--- src/rtl/ssp_pkg.sv ---
// Shared SSP definitions: sequencer state encoding and default frame geometry.
package ssp_pkg;

  localparam logic [1:0] ST_IDLE  = 2'd0;
  localparam logic [1:0] ST_FSS   = 2'd1;
  localparam logic [1:0] ST_SHIFT = 2'd2;

  localparam int DEF_DATA_WIDTH = 8;
  localparam int DEF_CLK_HALF   = 1;

  // Counter width able to hold 0..n-1, never narrower than one bit.
  function automatic int cnt_width(input int n);
    return (n > 1) ? $clog2(n) : 1;
  endfunction

endpackage

--- src/rtl/ssp_clk_gen.sv ---
// SSPCLKOUT generator: H phase then L phase, CLK_HALF PCLK cycles each,
// restarting from the H phase whenever the sequencer leaves IDLE.
module ssp_clk_gen
  import ssp_pkg::*;
#(
  parameter int CLK_HALF = DEF_CLK_HALF
) (
  input  logic PCLK,
  input  logic CLEAR,
  input  logic en,
  output logic sspclk,
  output logic phase_h_end,
  output logic phase_l_end
);

  localparam int             HCW   = cnt_width(CLK_HALF);
  localparam logic [HCW-1:0] HLAST = HCW'(CLK_HALF - 1);

  logic [HCW-1:0] hcnt_q, hcnt_d;
  logic           phase_l_q, phase_l_d;
  logic           half_done;

  // Half-period count, phase toggle and end-of-phase strobes.
  always_comb begin
    half_done   = en && (hcnt_q == HLAST);
    phase_h_end = half_done && !phase_l_q;
    phase_l_end = half_done && phase_l_q;
    sspclk      = en && !phase_l_q;
    hcnt_d      = hcnt_q;
    phase_l_d   = phase_l_q;
    if (!en) begin
      hcnt_d    = '0;
      phase_l_d = 1'b0;
    end else if (half_done) begin
      hcnt_d    = '0;
      phase_l_d = !phase_l_q;
    end else begin
      hcnt_d    = hcnt_q + 1'b1;
    end
  end

  // Counter and phase registers.
  always_ff @(posedge PCLK) begin
    if (CLEAR) begin
      hcnt_q    <= '0;
      phase_l_q <= 1'b0;
    end else begin
      hcnt_q    <= hcnt_d;
      phase_l_q <= phase_l_d;
    end
  end

endmodule

--- src/rtl/ssp_frame_ctrl.sv ---
// Master-mode SSP frame sequencer: pops TX bytes, emits frame pulse and
// MSB-first serial data, assembles the received byte and pushes it.
module ssp_frame_ctrl
  import ssp_pkg::*;
#(
  parameter int DATA_WIDTH = DEF_DATA_WIDTH,
  parameter int CLK_HALF   = DEF_CLK_HALF
) (
  input  logic                  PCLK,
  input  logic                  CLEAR,
  input  logic                  ENABLE,
  input  logic                  TX_EMPTY,
  input  logic [DATA_WIDTH-1:0] TX_DATA,
  output logic                  TX_POP,
  input  logic                  RX_FULL,
  output logic [DATA_WIDTH-1:0] RX_DATA,
  output logic                  RX_PUSH,
  input  logic                  SSPRXD,
  output logic                  SSPCLKOUT,
  output logic                  SSPFSSOUT,
  output logic                  SSPTXD,
  output logic                  SSPOE_B,
  output logic                  BUSY,
  output logic                  RX_OVR
);

  localparam int             BCW   = cnt_width(DATA_WIDTH);
  localparam logic [BCW-1:0] BLAST = BCW'(DATA_WIDTH - 1);

  logic [1:0]            state_q, state_d;
  logic [BCW-1:0]        bit_cnt_q, bit_cnt_d;
  logic [DATA_WIDTH-1:0] tx_shift_q, tx_shift_d;
  logic [DATA_WIDTH-1:0] rx_shift_q, rx_shift_d;
  logic [DATA_WIDTH-1:0] rx_data_q, rx_data_d;
  logic                  rx_push_q, rx_push_d;
  logic                  rx_ovr_q, rx_ovr_d;

  logic                  active;
  logic                  h_end, l_end;
  logic                  frame_end, last_sample, load;
  logic [DATA_WIDTH-1:0] rx_next;

  ssp_clk_gen #(
    .CLK_HALF (CLK_HALF)
  ) u_clk_gen (
    .PCLK        (PCLK),
    .CLEAR       (CLEAR),
    .en          (active),
    .sspclk      (SSPCLKOUT),
    .phase_h_end (h_end),
    .phase_l_end (l_end)
  );

  // Frame sequencing, shift datapath and receive completion.
  always_comb begin
    active      = (state_q != ST_IDLE);
    frame_end   = (state_q == ST_SHIFT) && l_end && (bit_cnt_q == '0);
    last_sample = (state_q == ST_SHIFT) && h_end && (bit_cnt_q == '0);
    // Popping is blocked during reset so an aborted cycle never consumes data.
    load        = !CLEAR && ENABLE && !TX_EMPTY &&
                  ((state_q == ST_IDLE) || frame_end);
    rx_next     = (rx_shift_q << 1) | DATA_WIDTH'(SSPRXD);

    state_d    = state_q;
    bit_cnt_d  = bit_cnt_q;
    tx_shift_d = tx_shift_q;
    rx_shift_d = rx_shift_q;

    case (state_q)
      ST_IDLE: begin
        if (load) state_d = ST_FSS;
      end
      ST_FSS: begin
        // No shift here: the frame-pulse bit period repeats the MSB.
        if (l_end) begin
          state_d   = ST_SHIFT;
          bit_cnt_d = BLAST;
        end
      end
      ST_SHIFT: begin
        if (h_end) rx_shift_d = rx_next;
        if (l_end) begin
          if (bit_cnt_q == '0) begin
            state_d = load ? ST_FSS : ST_IDLE;
          end else begin
            bit_cnt_d  = bit_cnt_q - 1'b1;
            tx_shift_d = tx_shift_q << 1;
          end
        end
      end
      default: state_d = ST_IDLE;
    endcase

    if (load) tx_shift_d = TX_DATA;

    rx_push_d = last_sample && !RX_FULL;
    rx_ovr_d  = last_sample && RX_FULL;
    rx_data_d = rx_push_d ? rx_next : rx_data_q;
  end

  // Control and visible receive registers, cleared by CLEAR.
  always_ff @(posedge PCLK) begin
    if (CLEAR) begin
      state_q   <= ST_IDLE;
      bit_cnt_q <= '0;
      rx_push_q <= 1'b0;
      rx_ovr_q  <= 1'b0;
      rx_data_q <= '0;
    end else begin
      state_q   <= state_d;
      bit_cnt_q <= bit_cnt_d;
      rx_push_q <= rx_push_d;
      rx_ovr_q  <= rx_ovr_d;
      rx_data_q <= rx_data_d;
    end
  end

  // Shift registers; contents are reloaded or fully shifted before use.
  always_ff @(posedge PCLK) begin
    tx_shift_q <= tx_shift_d;
    rx_shift_q <= rx_shift_d;
  end

  assign TX_POP    = load;
  assign SSPFSSOUT = (state_q == ST_FSS);
  assign SSPTXD    = active && tx_shift_q[DATA_WIDTH-1];
  assign SSPOE_B   = !active;
  assign BUSY      = active;
  assign RX_PUSH   = rx_push_q;
  assign RX_OVR    = rx_ovr_q;
  assign RX_DATA   = rx_data_q;

endmodule

--- config.mk ---
export PLATFORM = sky130hd
export DESIGN_NAME = ssp_frame_ctrl
export DESIGN_NICKNAME = d
export VERILOG_FILES = /design/src/rtl/ssp_pkg.sv /design/src/rtl/ssp_clk_gen.sv /design/src/rtl/ssp_frame_ctrl.sv
export SDC_FILE = /design/constraint.sdc
export NUM_CORES = 1
export LEC_CHECK = 0
export CAP_MARGIN = 20
export CORE_ASPECT_RATIO = 0.7
export CORE_MARGIN = 10
export CORE_UTILIZATION = 50
export DETAILED_ROUTE_END_ITERATION = 10
export PLACE_DENSITY = 0.87
export SYNTH_ARGS = -nofsm -noshare
export SYNTH_HDL_FRONTEND = slang
export SYNTH_SLANG_ARGS = --single-unit
--- constraint.sdc ---
create_clock -name PCLK -period 3.85 [get_ports PCLK]
set_input_delay 0.77 -clock PCLK [delete_from_list [all_inputs] [get_ports PCLK]]
set_output_delay 0.77 -clock PCLK [all_outputs]
set_load 0.01 [all_outputs]
### Yosys cells after proc, flatten, opt, wreduce, memory -nomap -nowiden

Cells that the tools add are included.

* flip-flop bits (word level): 32
* input bits: 14
* output and inout port bits: 16

* add/sub/neg operators: 2
* eq/ne operators: 8
* mux-type cells: 14
* bitwise operators: 3
* reductions and logical operators: 32

Operator list (number)
* $mux W8: 4
* $logic_and A1 B1 Y1: 14
* $mux W3: 3
* $mux W2: 4
* $ne A2 B2 Y1 const B: 4
* $or A8 B1 Y8: 1
* $reduce_and A4 Y1: 2
* $reduce_bool A2 Y1: 4
* $pmux W2 S3: 1
* $pmux W3 S2: 1
* $logic_not A1 Y1: 5
* $ne A2 B1 Y1 const B: 2
* $logic_not A3 Y1: 1
* $reduce_and A3 Y1: 1
* $reduce_or A3 Y1: 1
* $sub A3 B1 Y3 const B: 1
* $eq A2 B1 Y1 const B: 1
* $eq A2 B2 Y1 const B: 1
* $logic_not A2 Y1: 1
* $not A1 Y1: 2
* $reduce_and A2 Y1: 1
* $reduce_or A2 Y1: 1
* $add A1 B1 Y1 const B: 1
* $logic_or A1 B1 Y1: 1
* $mux W1: 1

### Depth between registers and ports, before layout

Gate-level depths: netlist (run 1).

* depth in word-level cells: 11
* mapped depth: 6
* gate-level depth less buffers: 5

### Hierarchy

Synthesis (run 1) repeated with hierarchy kept, for this count alone.

* cell total of the unflattened synthesis: 108
* area total of the unflattened synthesis: 1368.8 um2

By module, submodules not included
* ssp_frame_ctrl: times used 1, cells each 100, area an instance 1282.5 um2
* ssp_clk_gen: times used 1, cells each 8, area an instance 86.3 um2

### Least setup slack after synthesis (run 1)

OpenSTA, ideal clock, no wires.

* path type: input to output
* from: input CLEAR
* to: output TX_POP
* data arrival time: 1.700 ns
* required time: 3.080 ns
* setup slack: 1.380 ns
* stages on the path: 4
* path through: buf_6 or4b_4 a21oi_2 buf_6

* longest elaborated chain between the ends: 4

Ends and longest elaborated chain
* from (decl): line ssp_frame_ctrl.sv:10 `input logic CLEAR,`
* $logic_not A1 Y1: line ssp_frame_ctrl.sv:60 `load = !CLEAR && ENABLE && !TX_EMPTY &&`
* $logic_and A1 B1 Y1 (3 in series): line ssp_frame_ctrl.sv:60
* to (decl): line ssp_frame_ctrl.sv:14 `output logic TX_POP,`

Every way passes these cells.

### Worst setup path in the final report (run 1)

Same ends and word-level chain as after synthesis.

==> results of run 1 <==
==> state kept, by name (all words and copies together) (netlist names) <==
signal               count
u_clk_gen.hcnt_q         1
state_q                  2
u_clk_gen.phase_l_q      1
RX_PUSH                  1
RX_DATA                  8
bit_cnt_q                3
RX_OVR                   1
rx_shift_q               7
tx_shift_q               8
==> worst paths after layout <==
check / to / slack, ns / cells after the start
hold / removal: rx_shift_q[3] / 0.45 / 0
hold reg to reg: rx_shift_q[3] / 0.45 / 0
setup reg to reg: tx_shift_q[7] / 1.69 / 5
setup / recovery: TX_POP / 0.60 / 4
==> cell families after synthesis <==
| logic type | count (synthesis) | synth area share (%) |
|---|---|---|
| fa+ha+maj | 2 | 1.79 |
| simple gates | 31 | 17.4 |
| other cells | 1 | 0.269 |
| mux | 7 | 7.26 |
| xor+xnor | 1 | 0.627 |
| compound gates | 26 | 10.6 |
| buf+inv | 14 | 5.47 |
| flops | 32 | 56.6 |
==> cells in the final DEF (no fill, tap or decap), types with 2 or more instances in the layout <==
| cell | count |
|---|---|
| ha_1 | 2 |
| edfxtp_1 | 15 |
| o21ai_0 | 10 |
| nand3b_1 | 2 |
| nor4bb_1 | 2 |
| a211oi_1 | 4 |
| nor3_1 | 2 |
| buf_4 | 2 |
| clkdlybuf4s50_1 | 29 |
| dfxtp_1 | 17 |
| nand4bb_1 | 2 |
| nand4b_1 | 8 |
| nor2_1 | 3 |
| clkbuf_8 | 6 |
| nor2b_1 | 3 |
| inv_1 | 5 |
| mux2_4 | 6 |
| clkbuf_1 | 2 |
| a21oi_1 | 9 |
==> per-stage QoR <==
step | util [%] | total power [mW] | std cells | worst slack, ns
floorplan | - | 0.400 | 114 | 1.38
global placement | 65.9 | 0.426 | 171 | 0.614
detailed placement | 65.9 | 0.429 | 171 | 0.605
CTS | 69.4 | 0.684 | 179 | 0.601
global route | 69.4 | 0.701 | 179 | 0.573
finish | 69.4 | 0.678 | 179 | 0.596
==> critical path: stages <==
cell and delay (ns):
clkdlybuf4s50_1 0.47, or4b_4 0.53, a21oi_2 0.15, clkdlybuf4s50_1 0.57
==> metal layers <==
layer	vias up	GRT usage, %	share of wire, %	wire (um)
met3	8	4.18	7.3	242
met5	-	0	0	0
met4	0	7.84	2.7	88
met2	39	20.9	50	1640
li1	477	-	-	-
met1	496	13.3	40	1340
==> final cells by class <==
type                       count  area, sq um
clock buffer                   8         90.1
fill                         173          786
inverter                       6         27.5
multi-input combinational     68          529
sequential                    32          791
tap                           34         42.5
timing repair buffer          31          305
==> power breakdown <==
group / switching (mW) / internal [mW]
logic: 0.0235 / 0.0342
clock network: 0.110 / 0.145
registers: 0.00522 / 0.360
total: 0.139 / 0.540
==> results.sh, run 1 <==
export IMPL_outcome="completed"
export IMPL_drc_errors=0
export IMPL_via_count=1020
export IMPL_finalClockSkew_ns=0.00488
export IMPL_place_hpwl_um=2400
export IMPL_n_antenna_cell=0
export IMPL_hold_viol_final=0
export IMPL_portBuffers=29
export IMPL_drt_pass1_iterations=4
export IMPL_post_route_period_util_pct=84.5
export IMPL_wl_per_cell_um=18.5
export IMPL_dpl_cell_area_sq_mm=0.00170
export IMPL_yosysMostFrequentCell="dfxtp_1"
export IMPL_cts_sinks=32
export IMPL_dieArea_sq_mm=0.00534
export IMPL_grt_usage_pct=12.4
export IMPL_post_cts_buffers=0
export IMPL_relSlewSlack_pct=53.0
export IMPL_path_max_fanout=2
export IMPL_worstSetupPathType="input port to primary output"
export IMPL_die_h_um=64.2
export IMPL_core_area_sq_mm=0.00257
export IMPL_grt_max_degree=17
export IMPL_synth_ff_type="dfxtp_1"
export IMPL_grt_pass1_vias=1050
export IMPL_io_pins=30
export IMPL_finalWirelength_um=3310
export IMPL_synth_area_top_cells="edfxtp_1 32%, dfxtp_1 24%, mux2_4 6.5%, nand4b_1 5.0%, o21ai_0 3.6%"
export IMPL_clk_latency_ns=0.27
export IMPL_hold_start="rx_shift_q[2]"
export IMPL_areaGrowthSynthToFinish_pct=27.9
export IMPL_die_w_um=83.2
export IMPL_worstSetupEndpointType="primary output"
export IMPL_cp_startpoint="CLEAR"
export IMPL_postCtsHoldBufs=0
export IMPL_via_per_inst=5.70
export IMPL_place_congestion=0.726
export IMPL_grt_overflow_total=0
export IMPL_synthTopCellsByCount="17 x dfxtp_1, 15 x edfxtp_1, 10 x o21ai_0, 9 x a21oi_1, 8 x nand4b_1"
export IMPL_yosys_warnings=0
export IMPL_clk_pin_slew_worst_paths_ns=0.06
export IMPL_ir_drop_mv=0.248
export IMPL_postRouteAntennaNets=0
export IMPL_cts_tree="yes"
export IMPL_synth_distinct_cells=35
export IMPL_layout_nets=160
export IMPL_yosysTopAreaCellShare_pct=32.3
export IMPL_synth_area_per_cell_sq_um=12.2
export IMPL_htreeDepth=2
export IMPL_design_area_sq_mm=0.00179
export IMPL_holdWs_ns=0.447
export IMPL_synth_cells=114
export IMPL_yosys_area_top_type="edfxtp_1"
export IMPL_setup_violations=0
export IMPL_synth_seq_cells=32
export IMPL_cts_root_buf="clkbuf_8"
export IMPL_hold_class="flop to flop"
export IMPL_arrival_ns=2.48
export IMPL_async_flop_share_pct=0
export IMPL_yosysSeqAreaShare_pct=56.6
export IMPL_maxCapViolations=0
export IMPL_initial_utilization_pct=54.3
export IMPL_max_freq_mhz=307
export IMPL_synth_area_sq_mm=0.00140
export IMPL_rsz0062_at_grt="no"
export IMPL_critPathLaunchType="input port"
export IMPL_finalMaxSlewViolations=0
export IMPL_powerDensity_mw_per_mm2=380
export IMPL_drtIter0Drc=94
export IMPL_synthesis_nets=130
export IMPL_clockBufferDepth=2
export IMPL_row_count=15
export IMPL_critical_path_required_ns=3.08
export IMPL_antenna_found_initial=0
export IMPL_final_setup_tns_ns=0
export IMPL_period_minus_slack_ns=3.25
export IMPL_static_leakage_power_nw=0.609
export IMPL_tightest_slew_ns=0.704
export IMPL_cts_resized=0
export IMPL_synth_edff_count=15
export IMPL_drive_above_1_share_pct=14.5
export IMPL_grt_pass1_wl_um=5220
export IMPL_r2r_start="bit_cnt_q[0]"
export IMPL_cts_buffers=5
(Power assumes the default switching activity.)
==> run 2: changes to the inputs <==
--- a/config.mk
+++ b/config.mk
@@ -8,9 +8,9 @@
 export CAP_MARGIN = 20
 export CORE_ASPECT_RATIO = 0.7
 export CORE_MARGIN = 10
-export CORE_UTILIZATION = 50
+export CORE_UTILIZATION = 49
 export DETAILED_ROUTE_END_ITERATION = 10
-export PLACE_DENSITY = 0.87
+export PLACE_DENSITY = 0.85
 export SYNTH_ARGS = -nofsm -noshare
 export SYNTH_HDL_FRONTEND = slang
 export SYNTH_SLANG_ARGS = --single-unit
==> constraint.sdc (replaced) <==
create_clock -name PCLK -period 3.32 [get_ports PCLK]
set_input_delay 0.664 -clock PCLK [delete_from_list [all_inputs] [get_ports PCLK]]
set_output_delay 0.664 -clock PCLK [all_outputs]
set_load 0.01 [all_outputs]
==> run 2 against run 1 <==
Net effect:
- non-clock buffer count is the same
- register-to-register slack worse by 0.48 ns
- critical path type unchanged
- critical endpoint unchanged
- largest power group unchanged
- largest cell class unchanged
- wire length shrank 11%
- critical path depth did not move
- core utilization down 4.0 points
==> results.sh, run 2 (synthesis results as in run 1) <==
export IMPL_worstSetupEndpointType="primary output"
export IMPL_critPathLaunchType="input port"
export IMPL_rrSetupSlack_ns=1.21
export IMPL_crit_chain="clkdlybuf4s50_1 -> or4b_4 -> a21oi_2 -> clkdlybuf4s50_1"
export IMPL_portBuffers=29
export IMPL_drt_pass1_iterations=4
export IMPL_finalWirelength_um=2930
export IMPL_place_ws_ns=0.318
export IMPL_ir_drop_mv=0.256
export IMPL_nFillCells=213
export IMPL_grt_usage_pct=10.9
export IMPL_worstSetupPathType="input port to primary output"
export IMPL_dieArea_sq_mm=0.00542
export IMPL_cts_sinks=32
export IMPL_grt_use_met2_pct=17.2
export IMPL_hold_start="rx_shift_q[2]"
export IMPL_top_usage_layer="met2"
export IMPL_tightest_slew_ns=0.716
export IMPL_post_cts_buffers=0
export IMPL_place_hpwl_um=2110
export IMPL_finalMaxSlewViolations=0
export IMPL_dp_cells=173
export IMPL_cp_startpoint="CLEAR"
export IMPL_io_pins=30
export IMPL_maxCapViolations=0
export IMPL_finalNonFillerCells=181
export IMPL_row_count=16
export IMPL_core_area_sq_mm=0.00276
export IMPL_postRouteAntennaNets=0
export IMPL_post_route_period_util_pct=90.6
export IMPL_postCtsHoldBufs=0
export IMPL_cts_tree="yes"
export IMPL_outcome="completed"
export IMPL_arrival_ns=2.34
export IMPL_clk_latency_ns=0.29
export IMPL_layout_nets=160
export IMPL_clk_pin_slew_worst_paths_ns=0.07
export IMPL_initial_utilization_pct=50.5
export IMPL_hold_viol_final=0
export IMPL_met1_usage_pct=12.3
export IMPL_finalClockSkew_ns=0.00909
export IMPL_r2r_start="bit_cnt_q[0]"
export IMPL_htreeDepth=2
export IMPL_via_per_inst=5.48
export IMPL_register_area_sq_um=791
export IMPL_via_count=991
export IMPL_relSlewSlack_pct=52.2
export IMPL_die_h_um=64.7
export IMPL_final_cell_mix="29 x clkdlybuf4s50_1, 17 x dfxtp_1, 15 x edfxtp_1"
export IMPL_hold_class="flop to flop"
export IMPL_met3_usage_pct=5.12
export IMPL_min_to="rx_shift_q[3]"
export IMPL_drc_errors=0
export IMPL_cpMostUsedCell="clkdlybuf4s50_1"
export IMPL_clockBufferDepth=2
export IMPL_slowest_stage="clkdlybuf4s50_1"
export IMPL_final_common_cell="clkdlybuf4s50_1"
export IMPL_powerDensity_mw_per_mm2=473
export IMPL_cts_root_buf="clkbuf_8"
export IMPL_critPathMaxStageDelay_ns=0.56
export IMPL_fin_ws_ns=0.313
export IMPL_final_setup_tns_ns=0
export IMPL_drive_above_1_share_pct=15.9
export IMPL_grt_pass1_wl_um=4740
export IMPL_cts_buffers=5
export IMPL_drtIter0Drc=77
export IMPL_static_leakage_power_nw=0.618
export IMPL_antenna_found_initial=0
export IMPL_path_max_fanout=2
export IMPL_multi_input_area_sq_um=529
export IMPL_critical_path_required_ns=2.66
export IMPL_grt_overflow_total=0
export IMPL_areaGrowthSynthToFinish_pct=29.6
export IMPL_rsz0062_at_grt="no"
export IMPL_period_minus_slack_ns=3.01
export IMPL_grt_max_degree=17
export IMPL_hold_path_depth=0
export IMPL_n_antenna_cell=0
export IMPL_place_congestion=0.793
export IMPL_max_freq_mhz=333
export IMPL_cts_resized=0
export IMPL_die_w_um=83.8
export IMPL_reg2reg_depth=5
export IMPL_grt_pass1_vias=965
export IMPL_setup_violations=0
export IMPL_wl_per_cell_um=16.2
export IMPL_reg2reg_to="tx_shift_q[0]"
## run 2: cell types whose count changed in the layout (fill, tap and decap cells not counted)
cell        previous run  this run
clkbuf_1               2         0
clkinv_2               0         1
bufinv_16              0         1
clkinvlp_4             0         1
clkbuf_8               6         5
## run 2: per-layer routing
layer | routed length (um) | share of wire [%]
met1 | 1330 | 45
met2 | 1390 | 47
met3 | 193 | 6.6
met4 | 20 | 0.68
met5 | 0 | 0
## run 2: worst max-delay path: cells and delay by family
kind	cells	cell delay [ns]
buffers and inverters	2	1.01
AOI/OAI and AO/OA	1	0.14
and+or+nand+nor	1	0.53
## run 2: final cells by class
type                       instances  share of cell area [%]
inverter                           6                    1.52
multi-input combinational         68                    29.3
sequential                        32                    43.7
timing repair buffer              31                    16.9
clock inverter                     3                    2.35
clock buffer                       5                    3.80
tap                               36                    2.49
## run 2: per-stage QoR
stage | utilization (%) | hold WS [ns] | power [mW] | cell area (sq um)
floorplan | - | 0.426 | 0.464 | 1400
global placement | 61.5 | 0.431 | 0.494 | 1700
detailed placement | 61.5 | 0.436 | 0.497 | 1700
CTS | 65.5 | 0.455 | 0.860 | 1810
global route | 65.5 | 0.464 | 0.886 | 1810
finish | 65.5 | 0.454 | 0.855 | 1810
## run 2: how the worst max path moves through the flow
| stage | to | slack, ns |
|---|---|---|
| 6_report | TX_POP | 0.31 |
| 5_1_grt | TX_POP | 0.25 |
| 4_1_cts | TX_POP | 0.31 |
| 3_5_place_dp | TX_POP | 0.32 |
| 3_3_place_gp | TX_POP | 0.32 |
| 2_1_floorplan | TX_POP | 1.06 |
## run 2: where the power goes
| part | internal (mW) | leakage, nW | switching [mW] |
|---|---|---|---|
| clock | 0.222 | 0.0541 | 0.145 |
| sequential | 0.417 | 0.275 | 0.00554 |
| combinational | 0.0397 | 0.289 | 0.0262 |
| total | 0.679 | 0.618 | 0.177 |
==> run 3: changes to the inputs <==
--- a/config.mk
+++ b/config.mk
@@ -5,6 +5,7 @@
 export SDC_FILE = /design/constraint.sdc
 export NUM_CORES = 1
 export LEC_CHECK = 0
+export ABC_AREA = 1
 export CAP_MARGIN = 20
 export CORE_ASPECT_RATIO = 0.7
 export CORE_MARGIN = 10
==> run 3 against run 2 <==
Net effect:
- via count rose by 12%
- critical endpoint unchanged
- global-route usage rose by 0.43 points
- cell count rose by 25%
- clock skew fell by 0.0045 ns
- register-to-register slack improved by 0.19 ns
==> results.sh, run 3 <==
export IMPL_static_leakage_power_nw=0.756
export IMPL_drtIter0Drc=75
export IMPL_row_count=16
export IMPL_switchingPower_mw=0.176
export IMPL_clk_latency_ns=0.29
export IMPL_post_route_period_util_pct=88.2
export IMPL_antenna_found_initial=0
export IMPL_via_count=1112
export IMPL_outcome="completed"
export IMPL_synth_seq_cells=32
export IMPL_synth_top_family_by_area="simple AND/OR/NAND/NOR gates"
export IMPL_setup_violations=0
export IMPL_yosys_area_top_type="edfxtp_1"
export IMPL_synthSimpleGateAreaFrac_pct=30.2
export IMPL_async_flop_share_pct=0
export IMPL_cts_resized=0
export IMPL_yosysMostFrequentCell="nand2_1"
export IMPL_grt_max_degree=17
export IMPL_drc_errors=0
export IMPL_synth_area_per_cell_sq_um=9.05
export IMPL_pwr_share_seq_pct=55.0
export IMPL_cts_buffers=5
export IMPL_maxCapViolations=0
export IMPL_path_max_fanout=11
export IMPL_max_freq_mhz=342
export IMPL_synth_distinct_cells=23
export IMPL_final_common_cell="nand2_1"
export IMPL_initial_utilization_pct=50.8
export IMPL_final_cell_mix="39 x nand2_1, 29 x clkdlybuf4s50_1, 20 x inv_1"
export IMPL_yosysTopAreaCellShare_pct=32.1
export IMPL_cts_tree="yes"
export IMPL_drive_above_1_share_pct=13.1
export IMPL_period_minus_slack_ns=2.93
export IMPL_synth_cells=155
export IMPL_comb_power_share_pct=7.4
export IMPL_synth_xor_area_share_pct=0.624
export IMPL_clkPwrFrac_pct=37.6
export IMPL_clockBufferDepth=2
export IMPL_synth_edff_count=15
export IMPL_portBuffers=29
export IMPL_via_per_inst=4.90
export IMPL_ir_drop_mv=0.203
export IMPL_core_area_sq_mm=0.00276
export IMPL_worstSetupPathType="flop to primary output"
export IMPL_synthTopCellsByCount="39 x nand2_1, 20 x inv_1, 19 x nor2_1, 17 x dfxtp_1, 15 x edfxtp_1"
export IMPL_finalClockSkew_ns=0.00460
export IMPL_grt_pass1_wl_um=4980
export IMPL_htreeDepth=2
export IMPL_areaGrowthSynthToFinish_pct=29.0
export IMPL_wl_per_cell_um=13.0
export IMPL_layout_nets=206
export IMPL_postRouteAntennaNets=0
export IMPL_synthMuxAreaShare_pct=0
export IMPL_postCtsHoldBufs=0
export IMPL_critPathLaunchType="flop"
export IMPL_place_hpwl_um=2360
export IMPL_yosys_warnings=0
export IMPL_hold_class="flop to flop"
export IMPL_swShare_pct=23.1
export IMPL_critical_path_required_ns=2.66
export IMPL_hold_viol_final=0
export IMPL_clk_pin_slew_worst_paths_ns=0.07
export IMPL_synth_area_sq_mm=0.00140
export IMPL_cts_sinks=32
export IMPL_die_h_um=64.8
export IMPL_io_pins=30
export IMPL_n_antenna_cell=0
export IMPL_die_w_um=83.9
export IMPL_synth_fa_ha_area_share_pct=1.78
export IMPL_synth_ff_type="dfxtp_1"
export IMPL_place_congestion=0.740
export IMPL_drt_pass1_iterations=4
export IMPL_finalMaxSlewViolations=0
export IMPL_grt_pass1_vias=1119
export IMPL_worstSetupEndpointType="primary output"
export IMPL_finalWirelength_um=2960
export IMPL_cts_root_buf="clkbuf_8"
export IMPL_powerDensity_mw_per_mm2=421
export IMPL_place_ws_ns=0.396
export IMPL_synthesis_nets=171
export IMPL_final_setup_tns_ns=0
export IMPL_synth_compound_area_share_pct=2.94
export IMPL_rsz0062_at_grt="no"
export IMPL_synth_area_top_cells="edfxtp_1 32%, dfxtp_1 24%, nand2_1 10%, inv_1 5.4%, nor2_1 5.1%"
export IMPL_yosysSeqAreaShare_pct=56.4
export IMPL_fin_ws_ns=0.392
export IMPL_grt_usage_pct=11.3
export IMPL_grt_overflow_total=0
export IMPL_post_cts_buffers=0
export IMPL_arrival_ns=2.26
export IMPL_p_int_mw=0.587
export IMPL_dieArea_sq_mm=0.00544
-- run 3: final timing paths --
kind	startpoint	to	slack [ns]	cells after the start
hold reg to reg	rx_shift_q[3]	rx_shift_q[4]	0.45	0
setup / recovery	bit_cnt_q[0]	TX_POP	0.39	9
setup reg to reg	bit_cnt_q[0]	tx_shift_q[6]	1.40	8
hold / removal	rx_shift_q[3]	rx_shift_q[4]	0.45	0
-- run 3: metal layers --
| layer | part of all wire, % | global-route usage, % |
|---|---|---|
| met1 | 41 | 11.1 |
| met2 | 52 | 21.0 |
| met3 | 3.3 | 2.87 |
| met4 | 3.6 | 7.71 |
| met5 | 0 | 0 |
-- run 3: worst max-delay path: stages (launching register included) --
cell,delay [ns]
dfxtp_1,0.32
inv_1,0.10
ha_1,0.19
nand2_1,0.10
inv_2,0.19
nand2_1,0.11
nand2_1,0.09
nand2_2,0.15
inv_2,0.16
clkdlybuf4s50_1,0.56
-- run 3: cells by family (layout without fill, tap and decap cells) --
| kind of cell | count (synthesis) | in the layout |
|---|---|---|
| compound gates | 6 | 6 |
| xor+xnor | 1 | 1 |
| fa+ha+maj | 2 | 2 |
| buf+inv | 26 | 62 |
| flops | 32 | 32 |
| other cells | 1 | 1 |
| simple gates | 87 | 87 |
-- run 3: metrics by stage --
step	instances	util [%]	hold WS, ns	total power [mW]	area (sq um)
finish	227	65.5	0.452	0.763	1810
global route	227	65.5	0.467	0.791	1810
detailed placement	219	62.5	0.435	0.484	1730
global placement	219	62.5	0.428	0.483	1730
CTS	227	65.5	0.451	0.769	1810
floorplan	155	-	0.426	0.455	1400
-- run 3: power by group through the flow --
| stage | Combinational, mW | Sequential (mW) | Clock, mW |
|---|---|---|---|
| after floorplan | 0.0279 | 0.427 | 0 |
| after global placement | 0.0549 | 0.428 | 0 |
| after detailed placement | 0.0561 | 0.428 | 0 |
| after CTS | 0.0565 | 0.420 | 0.293 |
| after global routing | 0.0620 | 0.420 | 0.309 |
| final | 0.0561 | 0.420 | 0.287 |
-- run 3: layout make-up --
type	instances	area, sq um
multi-input combinational	97	503
tap	36	45.0
clock inverter	3	13.8
timing repair buffer	30	298
sequential	32	791
clock buffer	5	68.8
inverter	24	90.1
fill	216	953
